### src/rtl/alu_exec_if.sv
// Handshake bundle between execute control, the execute ALU and writeback/branch logic.
// The master side issues operand triples and consumes results; the slave side is the ALU.
interface alu_exec_if #(
  parameter int word_width   = 32,
  parameter int alu_op_width = 4
) ();
  logic                    in_valid;
  logic                    in_ready;
  logic [word_width-1:0]   alu_a;
  logic [word_width-1:0]   alu_b;
  logic [alu_op_width-1:0] alu_op;
  logic                    out_valid;
  logic                    out_ready;
  logic [word_width-1:0]   result;
  logic                    zero;

  modport master (
    output in_valid, alu_a, alu_b, alu_op, out_ready,
    input  in_ready, out_valid, result, zero
  );

  modport slave (
    input  in_valid, alu_a, alu_b, alu_op, out_ready,
    output in_ready, out_valid, result, zero
  );
endinterface

### src/rtl/alu_exec.sv
// Execute-stage ALU: single-cycle add/sub/compare/logic, 1-bit-per-cycle serial shifter,
// result held in an output register under a valid/ready handshake.
module alu_exec #(
  parameter int word_width   = 32,
  parameter int alu_op_width = 4,
  parameter int shamt_width  = 5
) (
  input  logic       clk,
  input  logic       rst_n,
  input  logic       flush,
  alu_exec_if.slave  bus
);

  typedef enum logic [1:0] {IDLE, SHIFT, DONE} state_t;
  typedef enum logic [1:0] {SH_LL, SH_RL, SH_RA} shkind_t;

  state_t                  state;
  logic [shamt_width-1:0]  cnt;
  logic                    out_valid_r;
  logic [word_width-1:0]   result_r;
  logic                    zero_r;

  logic [word_width-1:0]   sh_val;
  shkind_t                 sh_kind;

  logic [2:0]              op_f3;
  logic                    op_alt;
  logic [shamt_width-1:0]  shamt;
  logic                    is_shift;
  logic                    in_ready_c;
  logic                    accept;
  logic [word_width-1:0]   comb_res;
  logic [word_width-1:0]   next_sh;

  // Single-cycle operations; a shift reaching here has shamt 0 and passes alu_a through.
  function automatic logic [word_width-1:0] alu_comb(
    input logic [word_width-1:0] a,
    input logic [word_width-1:0] b,
    input logic [2:0]            f3,
    input logic                  alt
  );
    logic signed [word_width-1:0] sa;
    logic signed [word_width-1:0] sb;
    logic [word_width-1:0]        r;
    sa = signed'(a);
    sb = signed'(b);
    case (f3)
      3'b000:  r = alt ? (a - b) : (a + b);
      3'b010:  r = {{(word_width-1){1'b0}}, (sa < sb)};
      3'b011:  r = {{(word_width-1){1'b0}}, (a < b)};
      3'b100:  r = a ^ b;
      3'b110:  r = a | b;
      3'b111:  r = a & b;
      default: r = a;
    endcase
    return r;
  endfunction

  function automatic logic [word_width-1:0] shift_step(
    input logic [word_width-1:0] v,
    input shkind_t               kind
  );
    logic [word_width-1:0] r;
    case (kind)
      SH_LL:   r = {v[word_width-2:0], 1'b0};
      SH_RA:   r = {v[word_width-1], v[word_width-1:1]};
      default: r = {1'b0, v[word_width-1:1]};
    endcase
    return r;
  endfunction

  assign op_f3      = bus.alu_op[alu_op_width-1 -: 3];
  assign op_alt     = bus.alu_op[0];
  assign shamt      = bus.alu_b[shamt_width-1:0];
  assign is_shift   = (op_f3 == 3'b001) || (op_f3 == 3'b101);
  assign in_ready_c = (state == IDLE) || ((state == DONE) && bus.out_ready);
  assign accept     = bus.in_valid && in_ready_c && !flush;

  always_comb begin
    comb_res = alu_comb(bus.alu_a, bus.alu_b, op_f3, op_alt);
    next_sh  = shift_step(sh_val, sh_kind);
  end

  // Control and result register: IDLE/DONE accept, SHIFT countdown, flush and handshake.
  always_ff @(posedge clk or negedge rst_n) begin
    if (!rst_n) begin
      state       <= IDLE;
      cnt         <= '0;
      out_valid_r <= 1'b0;
      result_r    <= '0;
      zero_r      <= 1'b0;
    end else if (flush) begin
      state       <= IDLE;
      cnt         <= '0;
      out_valid_r <= 1'b0;
    end else begin
      case (state)
        IDLE, DONE: begin
          if (accept) begin
            if (is_shift && (shamt != '0)) begin
              state       <= SHIFT;
              cnt         <= shamt;
              out_valid_r <= 1'b0;
            end else begin
              state       <= DONE;
              result_r    <= comb_res;
              zero_r      <= (comb_res == '0);
              out_valid_r <= 1'b1;
            end
          end else if ((state == DONE) && bus.out_ready) begin
            state       <= IDLE;
            out_valid_r <= 1'b0;
          end
        end
        SHIFT: begin
          cnt <= cnt - 1'b1;
          if (cnt == shamt_width'(1)) begin
            state       <= DONE;
            result_r    <= next_sh;
            zero_r      <= (next_sh == '0);
            out_valid_r <= 1'b1;
          end
        end
        default: begin
          state       <= IDLE;
          out_valid_r <= 1'b0;
        end
      endcase
    end
  end

  // Shifter datapath: loaded on accept, advanced one bit per SHIFT cycle; no reset needed.
  always_ff @(posedge clk) begin
    if (accept) begin
      sh_val  <= bus.alu_a;
      sh_kind <= (op_f3 == 3'b001) ? SH_LL : (op_alt ? SH_RA : SH_RL);
    end else if (state == SHIFT) begin
      sh_val  <= next_sh;
    end
  end

  assign bus.in_ready  = in_ready_c;
  assign bus.out_valid = out_valid_r;
  assign bus.result    = result_r;
  assign bus.zero      = zero_r;

endmodule
### src/flat_wrapper.sv
// flat-port wrapper written by rule: the top's interface ports become plain ports
module alu_exec_flat 
#(
  parameter int word_width   = 32,
  parameter int alu_op_width = 4,
  parameter int shamt_width  = 5
)
  (clk, rst_n, flush, bus_in_valid, bus_alu_a, bus_alu_b, bus_alu_op, bus_out_ready, bus_in_ready, bus_out_valid, bus_result, bus_zero);
  alu_exec_if #(.word_width(word_width), .alu_op_width(alu_op_width)) bus_i ();
  input  logic clk;
  input  logic rst_n;
  input  logic flush;
  input wire logic [$bits(bus_i.in_valid)-1:0] bus_in_valid;
  input wire logic [$bits(bus_i.alu_a)-1:0] bus_alu_a;
  input wire logic [$bits(bus_i.alu_b)-1:0] bus_alu_b;
  input wire logic [$bits(bus_i.alu_op)-1:0] bus_alu_op;
  input wire logic [$bits(bus_i.out_ready)-1:0] bus_out_ready;
  output wire logic [$bits(bus_i.in_ready)-1:0] bus_in_ready;
  output wire logic [$bits(bus_i.out_valid)-1:0] bus_out_valid;
  output wire logic [$bits(bus_i.result)-1:0] bus_result;
  output wire logic [$bits(bus_i.zero)-1:0] bus_zero;
  assign bus_i.in_valid = bus_in_valid;
  assign bus_i.alu_a = bus_alu_a;
  assign bus_i.alu_b = bus_alu_b;
  assign bus_i.alu_op = bus_alu_op;
  assign bus_i.out_ready = bus_out_ready;
  assign bus_in_ready = bus_i.in_ready;
  assign bus_out_valid = bus_i.out_valid;
  assign bus_result = bus_i.result;
  assign bus_zero = bus_i.zero;
  alu_exec #(.word_width(word_width), .alu_op_width(alu_op_width), .shamt_width(shamt_width)) u_core (.clk(clk), .rst_n(rst_n), .flush(flush), .bus(bus_i));
endmodule
### config.mk
export PLATFORM = sky130hd
export DESIGN_NAME = alu_exec_flat
export DESIGN_NICKNAME = d
export VERILOG_FILES = /design/src/rtl/alu_exec_if.sv /design/src/rtl/alu_exec.sv /design/src/flat_wrapper.sv
export SDC_FILE = /design/constraint.sdc
export NUM_CORES = 1
export LEC_CHECK = 0
export ABC_AREA = 0
export CAP_MARGIN = 20
export CORE_ASPECT_RATIO = 0.75
export CORE_MARGIN = 5
export CORE_UTILIZATION = 30
export CTS_CLUSTER_DIAMETER = 150
export DETAILED_ROUTE_END_ITERATION = 7
export DONT_BUFFER_PORTS = 1
export PLACE_DENSITY = 0.45
export SYNTH_ARGS = -nofsm -noshare
export SYNTH_HDL_FRONTEND = slang
export SYNTH_SLANG_ARGS = --single-unit
### constraint.sdc
create_clock -name clk -period 5.2 [get_ports clk]
set_input_delay 0.78 -clock clk [delete_from_list [all_inputs] [get_ports clk]]
set_output_delay 0.78 -clock clk [all_outputs]
set_load 0.005 [all_outputs]
# --- Yosys cells after proc, flatten, opt, wreduce, memory -nomap -nowiden ---
# Index checks and enable logic that the tools add are counted.
# Widths: inputs -> output; s select.
word_totals:
  regBits: 75
  inputBits: 73
  n_memories: 0
  output_inout_bits: 35
  romBits: 0
  latchBits: 0
  word_cells: 84
  ramBits: 0
op_classes:
  mux: 30
  bitwise: 4
  n_addsub: 3
  order_cmp: 2
  n_eq_ne: 18
  multipliers: 0
  n_shift: 0
  n_reduce_logical: 20
  n_div: 0
ops:
  columns: ["cell", "n"]
  rows:
  - ["$mux 32", 6]
  - ["$pmux 32 s6", 1]
  - ["$pmux 32 s2", 2]
  - ["$logic_not 32->1", 2]
  - ["$lt 32x32->1", 2]
  - ["$add 32x32->32", 1]
  - ["$and 32x32->32", 1]
  - ["$or 32x32->32", 1]
  - ["$sub 32x32->32", 1]
  - ["$xor 32x32->32", 1]
  - ["$mux 5", 3]
  - ["$eq 3x3->1 const B", 4]
  - ["$mux 2", 6]
  - ["$pmux 5 s2", 1]
  - ["$ne 3x2->1 const B", 3]
  - ["$mux 1", 8]
  - ["$eq 3x2->1 const B", 2]
  - ["$eq 5x1->1 const B", 1]
  - ["$reduce_and 5->1", 1]
  - ["$reduce_bool 5->1", 1]
  - ["$sub 5x1->5 const B", 1]
  - ["$eq 2x2->1 const B", 2]
  - ["$logic_and 1x1->1", 4]
  - ["$logic_not 2->1", 2]
  - ["16 further kinds", 20]

# --- Logic depth before layout (Yosys ltp) ---
# Gate-level depths: netlist of run 1.
depth:
  word_depth: 8
  ltp_mapped: 15

# --- Least setup slack after synthesis of run 1 ---
# Ideal clock, no wire load.
synth_timing:
  kind: "input to register"
  startpoint: "in bus_alu_b[4]"
  endpoint: "reg u_core.zero_r, in the netlist u_core.bus.zero"
  slack_ps: 1428
  arrival_time_ps: 3680
  stages: 15
  setup_ps: 92
  path_buffers: 1
  cell_sequence: "inv_1 ha_1 buf_4 nor2_1 o311ai_2 a211oi_1 o311a_1 a2bb2oi_1 xnor2_1 nor2_1 or4_4 a2111oi_4 nand4b_1 nand4b_1 o31ai_2"
synth_between:
  elab_chain_cells: 7
synth_rtl:
  columns: ["item", "line", "text"]
  rows:
  - ["from (decl)", "flat_wrapper.sv:15", "input wire logic [$bits(bus_i.alu_b)-1:0] bus_alu_b;"]
  - ["$add 32x32->32 or $sub 32x32->32 (tied branches)", "alu_exec.sv:48", "3'b000: r = alt ? (a - b) : (a + b);"]
  - ["$mux 32", "alu_exec.sv:48", null]
  - ["$pmux 32 s6", "alu_exec.sv:47", "case (f3)"]
  - ["$logic_not 32->1", "alu_exec.sv:107", "zero_r <= (comb_res == '0);"]
  - ["$mux 1", "alu_exec.sv:100", "if (is_shift && (shamt != '0)) begin"]
  - ["$mux 1", "alu_exec.sv:99", "if (accept) begin"]
  - ["$pmux 1 s2", "alu_exec.sv:97", "case (state)"]
  - ["to (signal assigned)", "alu_exec.sv:107", null]
  - ["to (signal assigned)", "alu_exec.sv:120", "zero_r <= (next_sh == '0);"]
  - ["to (decl)", "alu_exec.sv:21", "logic zero_r;"]
# Several ways; a longest one is shown, not always the timed one. The select of a mux whose other input is x is not followed.
# A chain may end at the register's enable or synchronous reset.

# --- Final worst setup path of run 1 ---
layout_timing:
  startpoint: "in bus_alu_b[4]"
  endpoint: "reg u_core.result_r[31], in the netlist u_core.bus.result[31]"
layout_between:
  elab_chain_cells: 6
layout_rtl:
  columns: ["item", "line", "text"]
  rows:
  - ["$add 32x32->32 or $sub 32x32->32 (tied branches)", "alu_exec.sv:48", null]
  - ["$mux 32", "alu_exec.sv:48", null]
  - ["$pmux 32 s6", "alu_exec.sv:47", null]
  - ["$mux 32", "alu_exec.sv:100", null]
  - ["$mux 32", "alu_exec.sv:99", null]
  - ["$pmux 32 s2", "alu_exec.sv:97", null]
  - ["to (signal assigned)", "alu_exec.sv:106", "result_r <= comb_res;"]
  - ["to (signal assigned)", "alu_exec.sv:119", "result_r <= next_sh;"]
  - ["to (decl)", "alu_exec.sv:20", "logic [word_width-1:0] result_r;"]
# Several ways; a longest one is shown, not always the timed one. The select of a mux whose other input is x is not followed.

==> results of run 1 <==
[routing by layer]
layer  up-vias  global-route usage [%]
li1       4464                       -
met1      4534                    33.3
met2       401                    28.9
met3        32                    4.65
met4         0                    4.83
met5         -                       0
[power by group through the flow]
stage	Sequential [mW]	Combinational, mW	Clock [mW]
6_report	0.823	0.915	0.608
4_1_cts	0.827	0.897	0.626
3_3_place_gp	0.837	0.901	0
3_5_place_dp	0.839	0.892	0
2_1_floorplan	0.801	0.678	0
5_1_grt	0.841	1.00	0.661
[per-stage QoR]
stage	hold slack [ns]	power [mW]	area (um2)
3_5_place_dp	0.485	1.73	9630
2_1_floorplan	0.463	1.48	9440
3_3_place_gp	0.486	1.74	9630
4_1_cts	0.118	2.35	9930
5_1_grt	0.113	2.51	9930
6_report	0.138	2.35	9930
[cell families after synthesis]
group,count (synthesis),synth area share (%)
AO/OA/AOI/OAI,411,29.0
adder cells (fa/ha/maj),100,13.4
flip-flops,74,21.4
AND/OR/NAND/NOR,438,21.0
multiplexers,38,4.35
buffers and inverters,194,8.94
XOR/XNOR,20,1.86
[registers in the layout, indices dropped and copies added, names as in the netlist]
register and cells:
u_core.bus.result 32, u_core.bus.zero 1, u_core.cnt 5, u_core.sh_kind 2, u_core.sh_val 32, u_core.state 2
[worst max path at each step]
stage                            start                     to  slack (ns)
after floorplan           bus_alu_b[4]        u_core.bus.zero        1.43
after global placement    bus_alu_b[2]        u_core.bus.zero        0.71
after detailed placement  bus_alu_b[2]        u_core.bus.zero        0.69
after CTS                 bus_alu_b[2]        u_core.bus.zero        1.08
after global routing      bus_alu_b[2]        u_core.bus.zero        0.79
final                     bus_alu_b[4]  u_core.bus.result[31]        0.91
[final cells by class]
type                    count  area share (%)
clock inverters             3           0.227
multi-input cells        1007            66.4
clock buffers              13            2.74
well taps                 406            5.12
flip-flops and latches     74            20.4
repair buffers             13           0.983
inverters                 110            4.16
[worst max-delay path: stages]
cell       delay (ns)
inv_1            0.05
ha_1             0.46
inv_2            0.13
a21oi_1          0.34
a211oi_1         0.16
o2111ai_1        0.47
a21oi_1          0.19
o21ai_1          0.32
o31a_1           0.27
nor2_1           0.08
o41ai_1          0.34
mux2_2           0.41
a31oi_1          0.32
o21ai_0          0.13
[synthesized netlist by cell type, types with 5 or more instances]
cell,count,share of area [%]
ha_1,98,13
nor2b_1,12,0.80
o22a_1,5,0.46
o31ai_1,10,0.80
o21ai_0,65,3.4
nand2b_1,17,1.1
a211o_1,5,0.46
a22o_1,7,0.65
edfxtp_1,34,11
xnor2_1,20,1.9
a21boi_0,11,0.87
buf_2,14,0.74
nor3_1,27,1.4
buf_1,11,0.44
dfrtp_1,40,11
a21o_1,17,1.4
nand3_1,21,1.1
nor2_1,163,6.5
a21oi_1,113,6.0
buf_6,7,0.84
o22ai_1,40,2.7
a211oi_1,12,0.95
o21a_1,9,0.72
a31oi_1,14,0.93
clkbuf_1,46,1.8
nand4_1,13,0.86
o21ai_1,7,0.37
inv_2,5,0.20
inv_1,104,4.1
mux2i_1,32,3.4
nand2_1,138,5.5
a22oi_1,11,0.87
a222oi_1,6,0.64
o211ai_1,14,1.1
nor4_1,13,0.86
==> metrics.md, run 1 <==
| Metric | Value |
|---|---|
| Seq/Total Area, Yosys | `21.4%` |
| Crit start category | `input port` |
| Post-synth EDFFs | `34` |
| Layout cells sized above 1 | `4.92%` |
| Peak supply drop | `117 uV` |
| Initial core utilization | `30.3%` |
| Ys flop type | `dfrtp_1` |
| Most frequent cells in the layout | `162 x nor2_1, 138 x nand2_1, 113 x a21oi_1` |
| Die Height | `164 um` |
| Worst Path Required | `5.38 ns` |
| Layout Skew | `0.00922 ns` |
| Max cap viols | `0` |
| Switching share of power | `39.2%` |
| Syn Inst Count | `1,275` |
| DRT iter0 DRCs | `958` |
| #FFs+latches synth | `74` |
| Initial antenna violation count | `1` |
| Met2 Wirelength | `14,900 um` |
| CTS Root Cell | `clkbuf_16` |
| Syn-to-layout area delta | `5.18%` |
| Drt pass-1 iters | `5` |
| Setup WS pre-CTS | `0.692 ns` |
| Core Area | `31,200 um2` |
| HPWL after DPL | `30,300 um` |
| Antenna Cells | `0` |
| Clock Latency Late Sink | `0.34 ns` |
| Ys async rst share | `54.1%` |
| Net switching power | `920 uW` |
| Nets | `1,388` |
| Worst-case reg-to-reg path depth | `7` |
| R2R Path End | `u_core.bus.zero` |
| H-tree lvl count | `3` |
| Reg clk slew, reported paths | `0.06 ns` |
| Clk sinks | `74` |
| Fin crit share | `82.5%` |
| Post-synth cell types | `91` |
| Length of routed met3 wiring | `3470 um` |
| Placed insts | `1,610` |
| P_int | `1.43 mW` |
| Measured slew at the worst slew-check pin | `1.10 ns` |
| Sequential power share | `35.1%` |
| Ys Warns | `0` |
| FF-to-FF setup slack | `1.87 ns` |
| Site Rows | `56` |
| Total Wirelength | `38,700 um` |
| Hold-fix buffers, CTS | `0` |
| DRC violations left | `0` |
| Outcome | `complete, no violations` |
| # resized after CTS | `0` |
| GPL Wtd Cong | `0.957` |
| Final setup vio count | `0` |
| Reg2Reg Launch Point | `u_core.sh_kind[1]` |
| RSZ-0062 raised after global routing | `no` |
| Syn nets | `1,448` |
| Buffers from clock root to sink, at most | `2` |
| Critical path fanouts, max | `8` |
| Max layer used | `met4` |
| DIE AREA | `35,100 um2` |
| Crit path DAT | `4.47 ns` |
| Port Buffers | `0` |
| Post-Layout Cell Count | `1,626` |
| Crit. End Element | `register` |
| Area of the multi-input gates | `6590 um2` |
| Fin worst setup slack | `0.912 ns` |
| Number of global-route vias before repair | `8,870` |
| Combinational group share of total power | `39.0%` |
| LEAKAGE | `4.24 nW` |
| Power Density | `236 nW/um2` |
| Hold Fails Final Rpt | `0` |
| Detail Route Antenna Nets | `0` |
| First-pass GRT wire length | `57,800 um` |
| Setup Buffers After CTS | `0` |
| Final setup TNS | `0 ns` |
| Crit path time final | `4.29 ns` |
| Max Freq | `233 MHz` |
| Via density | `5.80` |
| Post-DR wirelength/cell | `23.8 um` |
| Largest net degree at the start of global routing | `72` |
| Most common cell after layout, fill and taps aside | `nor2_1` |
| Total track usage | `21.2%` |
| Clk pwr share | `25.9%` |
| Number of fill cells in the layout | `3,366` |
| Post-Syn Area | `9440 um2` |
| WS Path Type | `in -> reg` |
| Max-slew violations | `0` |
| Worst hold-check path type | `in -> async` |
| Die width | `215 um` |
| Grt ovf | `0` |
| CTS tree | `done` |
| FF+latch area | `2020 um2` |
| Routed via count | `9,431` |
| Avg Inst Size Synth | `7.40 um2` |
| M1 WL | `19,500 um` |
| I/O Pins | `108` |
| CTS Buf Count | `9` |
| Max-slew headroom | `26.6%` |
| Core Util, Final | `31.8%` |
Power figures use the tool's default switching activity.
==> run 2: changes to the inputs <==
--- a/config.mk
+++ b/config.mk
@@ -5,7 +5,7 @@
 export SDC_FILE = /design/constraint.sdc
 export NUM_CORES = 1
 export LEC_CHECK = 0
-export ABC_AREA = 0
+export ABC_AREA = 1
 export CAP_MARGIN = 20
 export CORE_ASPECT_RATIO = 0.75
 export CORE_MARGIN = 5
==> constraint.sdc (replaced) <==
create_clock -name clk -period 4.4 [get_ports clk]
set_input_delay 0.66 -clock clk [delete_from_list [all_inputs] [get_ports clk]]
set_output_delay 0.66 -clock clk [all_outputs]
set_load 0.005 [all_outputs]
==> run 2 against run 1 <==
  * Via count increased by 15%
  * Sequential power up 64%
  * Hold slack worse by 0.0085 ns
  * Wire length up 11%
  * Worst setup slack improved by 0.34 ns
  * Largest power group unchanged
==> metrics.md, run 2 <==
| Metric | Value |
|---|---|
| Total track usage | `21.6%` |
| Post-DR wirelength/cell | `20.0 um` |
| Seq/Total Area, Yosys | `19.5%` |
| Syn nets | `1,896` |
| Worst Path Required | `4.67 ns` |
| Number of global-route vias before repair | `10,472` |
| Drt pass-1 iters | `5` |
| Largest cells by area after synthesis | `nand2_1 19%, ha_1 12%, edfxtp_1 9.8%` |
| DIE AREA | `38,500 um2` |
| Post-Syn Area | `10,400 um2` |
| I/O Pins | `108` |
| Outcome | `complete, no violations` |
| Reg2Reg Launch Point | `u_core.state[1]` |
| Clk sinks | `74` |
| Via density | `5.09` |
| Area leader, netlist | `nand2_1` |
| Core Area | `34,400 um2` |
| Hold Fails Final Rpt | `0` |
| Power Density | `366 nW/um2` |
| Syn Inst Count | `1,723` |
| Most common cell in the netlist | `nand2_1` |
| Crit path cell chain | `ha_1 > inv_1 > fa_1 > inv_1 > nand3_1 > nand2_1 > nand3_1 > nand3_1 > nand2_1 > nand2_1 > nand2_1 > nand2_1 > nand2_1 > nand3_1 > nand3_1 > nor2_1 > nand3_1 > nor2_1 > nand3_1 > a21oi_1` |
| First-pass GRT wire length | `63,900 um` |
| Top cells by count, synth | `515 x nand2_1, 272 x inv_1, 171 x nor2_1, 126 x nand3_1, 98 x ha_1` |
| Worst hold-check path type | `in -> async` |
| FF+latch area | `2020 um2` |
| Layout Skew | `0.0124 ns` |
| WP buf/inv | `2` |
| Measured slew at the worst slew-check pin | `0.785 ns` |
| Die Height | `171 um` |
| Ys async rst share | `54.1%` |
| Fin crit share | `71.6%` |
| FF-to-FF setup slack | `1.50 ns` |
| Delay-heaviest family, CP | `simple AND/OR/NAND/NOR gates` |
| Final setup TNS | `0 ns` |
| Detail Route Antenna Nets | `0` |
| Antenna Cells | `0` |
| Total Wirelength | `42,800 um` |
| Port Buffers | `0` |
| Initial core utilization | `30.2%` |
| HPWL after DPL | `35,100 um` |
| Most common cell after layout, fill and taps aside | `nand2_1` |
| Setup Buffers After CTS | `0` |
| Syn-to-layout area delta | `5.62%` |
| #FFs+latches synth | `74` |
| Crit. End Element | `register` |
| Site Rows | `59` |
| RSZ-0062 raised after global routing | `no` |
| Die width | `225 um` |
| Most frequent cells in the layout | `515 x nand2_1, 272 x inv_1, 170 x nor2_1` |
| Area of the multi-input gates | `6910 um2` |
| Grt ovf | `0` |
| Core Util, Final | `31.9%` |
| Largest net degree at the start of global routing | `62` |
| Ys flop type | `dfrtp_1` |
| Reg clk slew, reported paths | `0.06 ns` |
| CTS tree | `done` |
| Most frequent CP cell | `nand3_1` |
| Max-slew headroom | `47.6%` |
| # resized after CTS | `0` |
| Slowest stage delay, CP | `0.42 ns` |
| Peak supply drop | `274 uV` |
| Max cap viols | `0` |
| Worst-case reg-to-reg path depth | `11` |
| Max-slew violations | `0` |
| R2R Path End | `u_core.bus.zero` |
| Ys Warns | `0` |
| Final setup vio count | `0` |
| Crit start category | `input port` |
| DRC violations left | `0` |
| Buffers from clock root to sink, at most | `2` |
| CTS Root Cell | `clkbuf_16` |
| Crit path DAT | `3.42 ns` |
| LEAKAGE | `5.59 nW` |
| Hold-fix buffers, CTS | `1` |
| DRT iter0 DRCs | `1,147` |
| Initial antenna violation count | `0` |
| GPL Wtd Cong | `0.979` |
| WS Path Type | `in -> reg` |
| Nets | `1,850` |
| CTS Buf Count | `9` |
| Number of fill cells in the layout | `3,959` |
| Crit path time final | `3.15 ns` |
| CP max stage cell | `fa_1` |
| Crit path depth | `20` |
| Avg Inst Size Synth | `6.03 um2` |
| Max Freq | `317 MHz` |
| Post-synth EDFFs | `34` |
| Routed via count | `10,879` |
| Layout cells sized above 1 | `5.89%` |
| Clock Latency Late Sink | `0.35 ns` |
| Post-synth cell types | `49` |
| H-tree lvl count | `3` |
| Critical path fanouts, max | `4` |
| Share of the synthesized area in the top cell type | `18.6%` |
## run 2: cell type report
| cell class | instances | area share (%) |
|---|---|---|
| timing repair buffer | 12 | 0.981 |
| inverter | 286 | 9.78 |
| multi-input combinational | 1294 | 62.9 |
| tap | 457 | 5.21 |
| clock inverter | 4 | 0.217 |
| clock buffer | 12 | 2.44 |
| sequential | 74 | 18.4 |
## run 2: report_power, final
group          internal [mW]  switching, mW
Clock                  0.430          0.304
Combinational          0.583           1.35
Sequential              1.13          0.224
Total                   2.14           1.88
## run 2: worst max-delay path by stage
stage / slack (ns) / to / startpoint
floorplan: 1.79 / u_core.bus.zero / bus_alu_b[0]
global placement: 0.95 / u_core.bus.zero / bus_alu_b[0]
detailed placement: 0.96 / u_core.bus.zero / bus_alu_b[14]
CTS: 1.32 / u_core.bus.zero / bus_alu_b[14]
global route: 1.02 / u_core.bus.zero / bus_alu_b[0]
finish: 1.25 / u_core.bus.zero / bus_alu_b[0]
## run 2: metrics by stage
stage / instances / hold WS, ns / cell area (um2) / total power, mW / worst slack [ns]
floorplan: 1723 / 0.364 / 10400 / 2.69 / 1.79
global placement: 2120 / 0.366 / 10600 / 3.28 / 0.945
detailed placement: 2120 / 0.366 / 10600 / 3.28 / 0.964
CTS: 2137 / 0.00194 / 10900 / 4.02 / 1.32
global route: 2139 / 0.130 / 11000 / 4.33 / 1.02
finish: 2139 / 0.130 / 11000 / 4.02 / 1.25
## run 2: layer usage
| layer | track usage [%] | up-vias | wire length (um) | share of wire [%] |
|---|---|---|---|---|
| li1 | - | 5413 | - | - |
| met1 | 31.0 | 5044 | 20100 | 47 |
| met2 | 34.0 | 371 | 18400 | 43 |
| met3 | 4.48 | 51 | 3500 | 8.2 |
| met4 | 3.94 | 0 | 745 | 1.7 |
| met5 | 0 | - | 0 | 0 |
## run 2: cell families after synthesis
kind of cell             share of synthesized area, %
multiplexers                                     2.22
XOR/XNOR                                       0.0843
adder cells (fa/ha/maj)                          12.2
AO/OA/AOI/OAI                                    14.0
buffers and inverters                            14.1
AND/OR/NAND/NOR                                  38.0
flip-flops                                       19.5
==> run 3: changes to the inputs <==
==> constraint.sdc (replaced) <==
create_clock -name clk -period 3 [get_ports clk]
set_input_delay 0.45 -clock clk [delete_from_list [all_inputs] [get_ports clk]]
set_output_delay 0.45 -clock clk [all_outputs]
set_load 0.005 [all_outputs]
==> run 3 against run 2 <==
  * Wire length hardly changed
  * Total power is 51% higher
  * Via count is 3.7% higher
  * Flip-flop and latch count stayed put
  * Sequential share of layout area is 1.3 points lower
  * Final cell count is 5.0% higher
  * First-iteration DRC count is 6.1% lower
  * Utilization is 2.5 points higher
  * Clock skew is 0.0036 ns lower
  * Critical endpoint unchanged
  * Highest routed layer unchanged
==> metrics.md, run 3 (synthesis results as in run 2) <==
| Metric | Value |
|---|---|
| Outcome | `complete, no violations` |
| Core Area | `34,400 um2` |
| H-tree lvl count | `3` |
| Hold Fails Final Rpt | `0` |
| Drt pass-1 iters | `5` |
| Peak supply drop | `411 uV` |
| Largest net degree at the start of global routing | `61` |
| Most common cell after layout, fill and taps aside | `nand2_1` |
| Measured slew at the worst slew-check pin | `0.618 ns` |
| Number of fill cells in the layout | `3,906` |
| Hold_ws | `0.277 ns` |
| Max-slew violations | `0` |
| Die width | `225 um` |
| WS Path Type | `in -> reg` |
| CTS Root Cell | `clkbuf_16` |
| Max cap viols | `0` |
| CTS Buf Count | `9` |
| Most frequent cells in the layout | `515 x nand2_1, 272 x inv_1, 170 x nor2_1` |
| Total track usage | `21.8%` |
| Routed via count | `11,284` |
| Crit start category | `input port` |
| Crit path DAT | `3.04 ns` |
| First-pass GRT wire length | `64,300 um` |
| Layout cells sized above 1 | `12.0%` |
| Final setup vio count | `0` |
| Reg clk slew, reported paths | `0.06 ns` |
| Antenna Cells | `0` |
| Site Rows | `59` |
| Grt ovf | `0` |
| Crit. End Element | `register` |
| CTS tree | `done` |
| GRT met3 Usage | `4.75%` |
| Buffers from clock root to sink, at most | `2` |
| Clk sinks | `74` |
| Initial core utilization | `30.2%` |
| Total Wirelength | `42,800 um` |
| DRC violations left | `0` |
| Core Util, Final | `34.4%` |
| Worst Path Required | `3.27 ns` |
| GR peak layer | `met2` |
| Number of global-route vias before repair | `10,728` |
| Max Freq | `361 MHz` |
| Setup Buffers After CTS | `0` |
| LEAKAGE | `6.11 nW` |
| Critical path fanouts, max | `6` |
| Detail Route Antenna Nets | `0` |
| Global routing usage on met2 | `33.1%` |
| Die Height | `171 um` |
| Clock Latency Late Sink | `0.35 ns` |
| Power Density | `513 nW/um2` |
| Port Buffers | `0` |
| Syn-to-layout area delta | `14.0%` |
| DIE AREA | `38,500 um2` |
| Fin crit share | `92.3%` |
| RSZ-0062 raised after global routing | `no` |
| Post-DR wirelength/cell | `19.1 um` |
| Nets | `1,956` |
| GRT met1 Usage | `31.4%` |
| Crit path time final | `2.77 ns` |
| Initial antenna violation count | `0` |
| DRT iter0 DRCs | `1,077` |
| Worst hold-check path type | `in -> reg` |
| Via density | `5.03` |
| Max-slew headroom | `58.8%` |
| I/O Pins | `108` |
| Layout Skew | `0.00885 ns` |
| HPWL after DPL | `35,800 um` |
| GPL Wtd Cong | `0.980` |
## run 3: worst paths after layout
check                                     startpoint               endpoint  slack, ns  depth (start not counted)
max in group asynchronous                      rst_n  u_core.bus.result[22]       2.18                          2
worst min register to register  u_core.bus.result[1]   u_core.bus.result[1]       0.51                          2
worst max register to register     u_core.sh_kind[1]        u_core.bus.zero       0.42                          7
worst min-delay path                           flush        u_core.state[0]       0.28                          2
worst max-delay path                    bus_alu_b[4]        u_core.bus.zero       0.23                         21
min in group asynchronous                      rst_n        u_core.state[1]       0.58                          2
## run 3: critical path, cell delays in order
cell,delay [ns]
inv_1,0.03
ha_1,0.37
buf_4,0.17
nor2_2,0.16
nand3_1,0.13
nand3_2,0.15
nand2_1,0.09
nand2_1,0.10
nand2_1,0.10
buf_4,0.16
nand2_1,0.05
nand2_1,0.05
nand3_1,0.07
nand3_1,0.12
nor2_1,0.24
nand2_1,0.08
nor2_1,0.08
nand2_1,0.07
nor2_1,0.14
nand3_1,0.11
a21oi_1,0.14
## run 3: final cells by class
cell class | instances | area (um2) | area share [%]
Timing Repair Buffer | 118 | 933 | 7.88
Clock buffer | 12 | 278 | 2.35
Multi-Input combinational cell | 1294 | 6940 | 58.6
Inverter | 286 | 1070 | 9.07
Clock inverter | 4 | 22.5 | 0.190
Sequential cell | 74 | 2020 | 17.1
Tap cell | 457 | 572 | 4.83
## run 3: per-stage QoR
stage	total power, mW	TNS [ns]	cells	worst slack (ns)	area (um2)
finish	6.08	0	2245	0.231	11800
global route	6.59	0	2245	0.0145	11800
detailed placement	4.97	-0.146	2227	-0.122	11500
floorplan	3.95	0	1723	0.603	10400
CTS	6.10	0	2245	0.228	11800
global placement	4.96	-0.212	2227	-0.115	11500
## run 3: metal layers
layer	up-vias	share of wire, %	routed length (um)
li1	5632	-	-
met1	5183	48	20500
met2	411	42	17800
met3	58	8.0	3440
met4	0	2.5	1080
met5	-	0	0
## run 3: repair_timing
item,4_1_cts,5_1_grt
setup endpoints to repair,0,1
gates resized for setup,0,10
hold endpoints to repair,40,0
hold buffers,2,0
## run 3: where the power goes
part	switching (mW)	internal, mW
combinational	1.98	1.02
clock	0.436	0.651
sequential	0.334	1.65
total	2.75	3.32
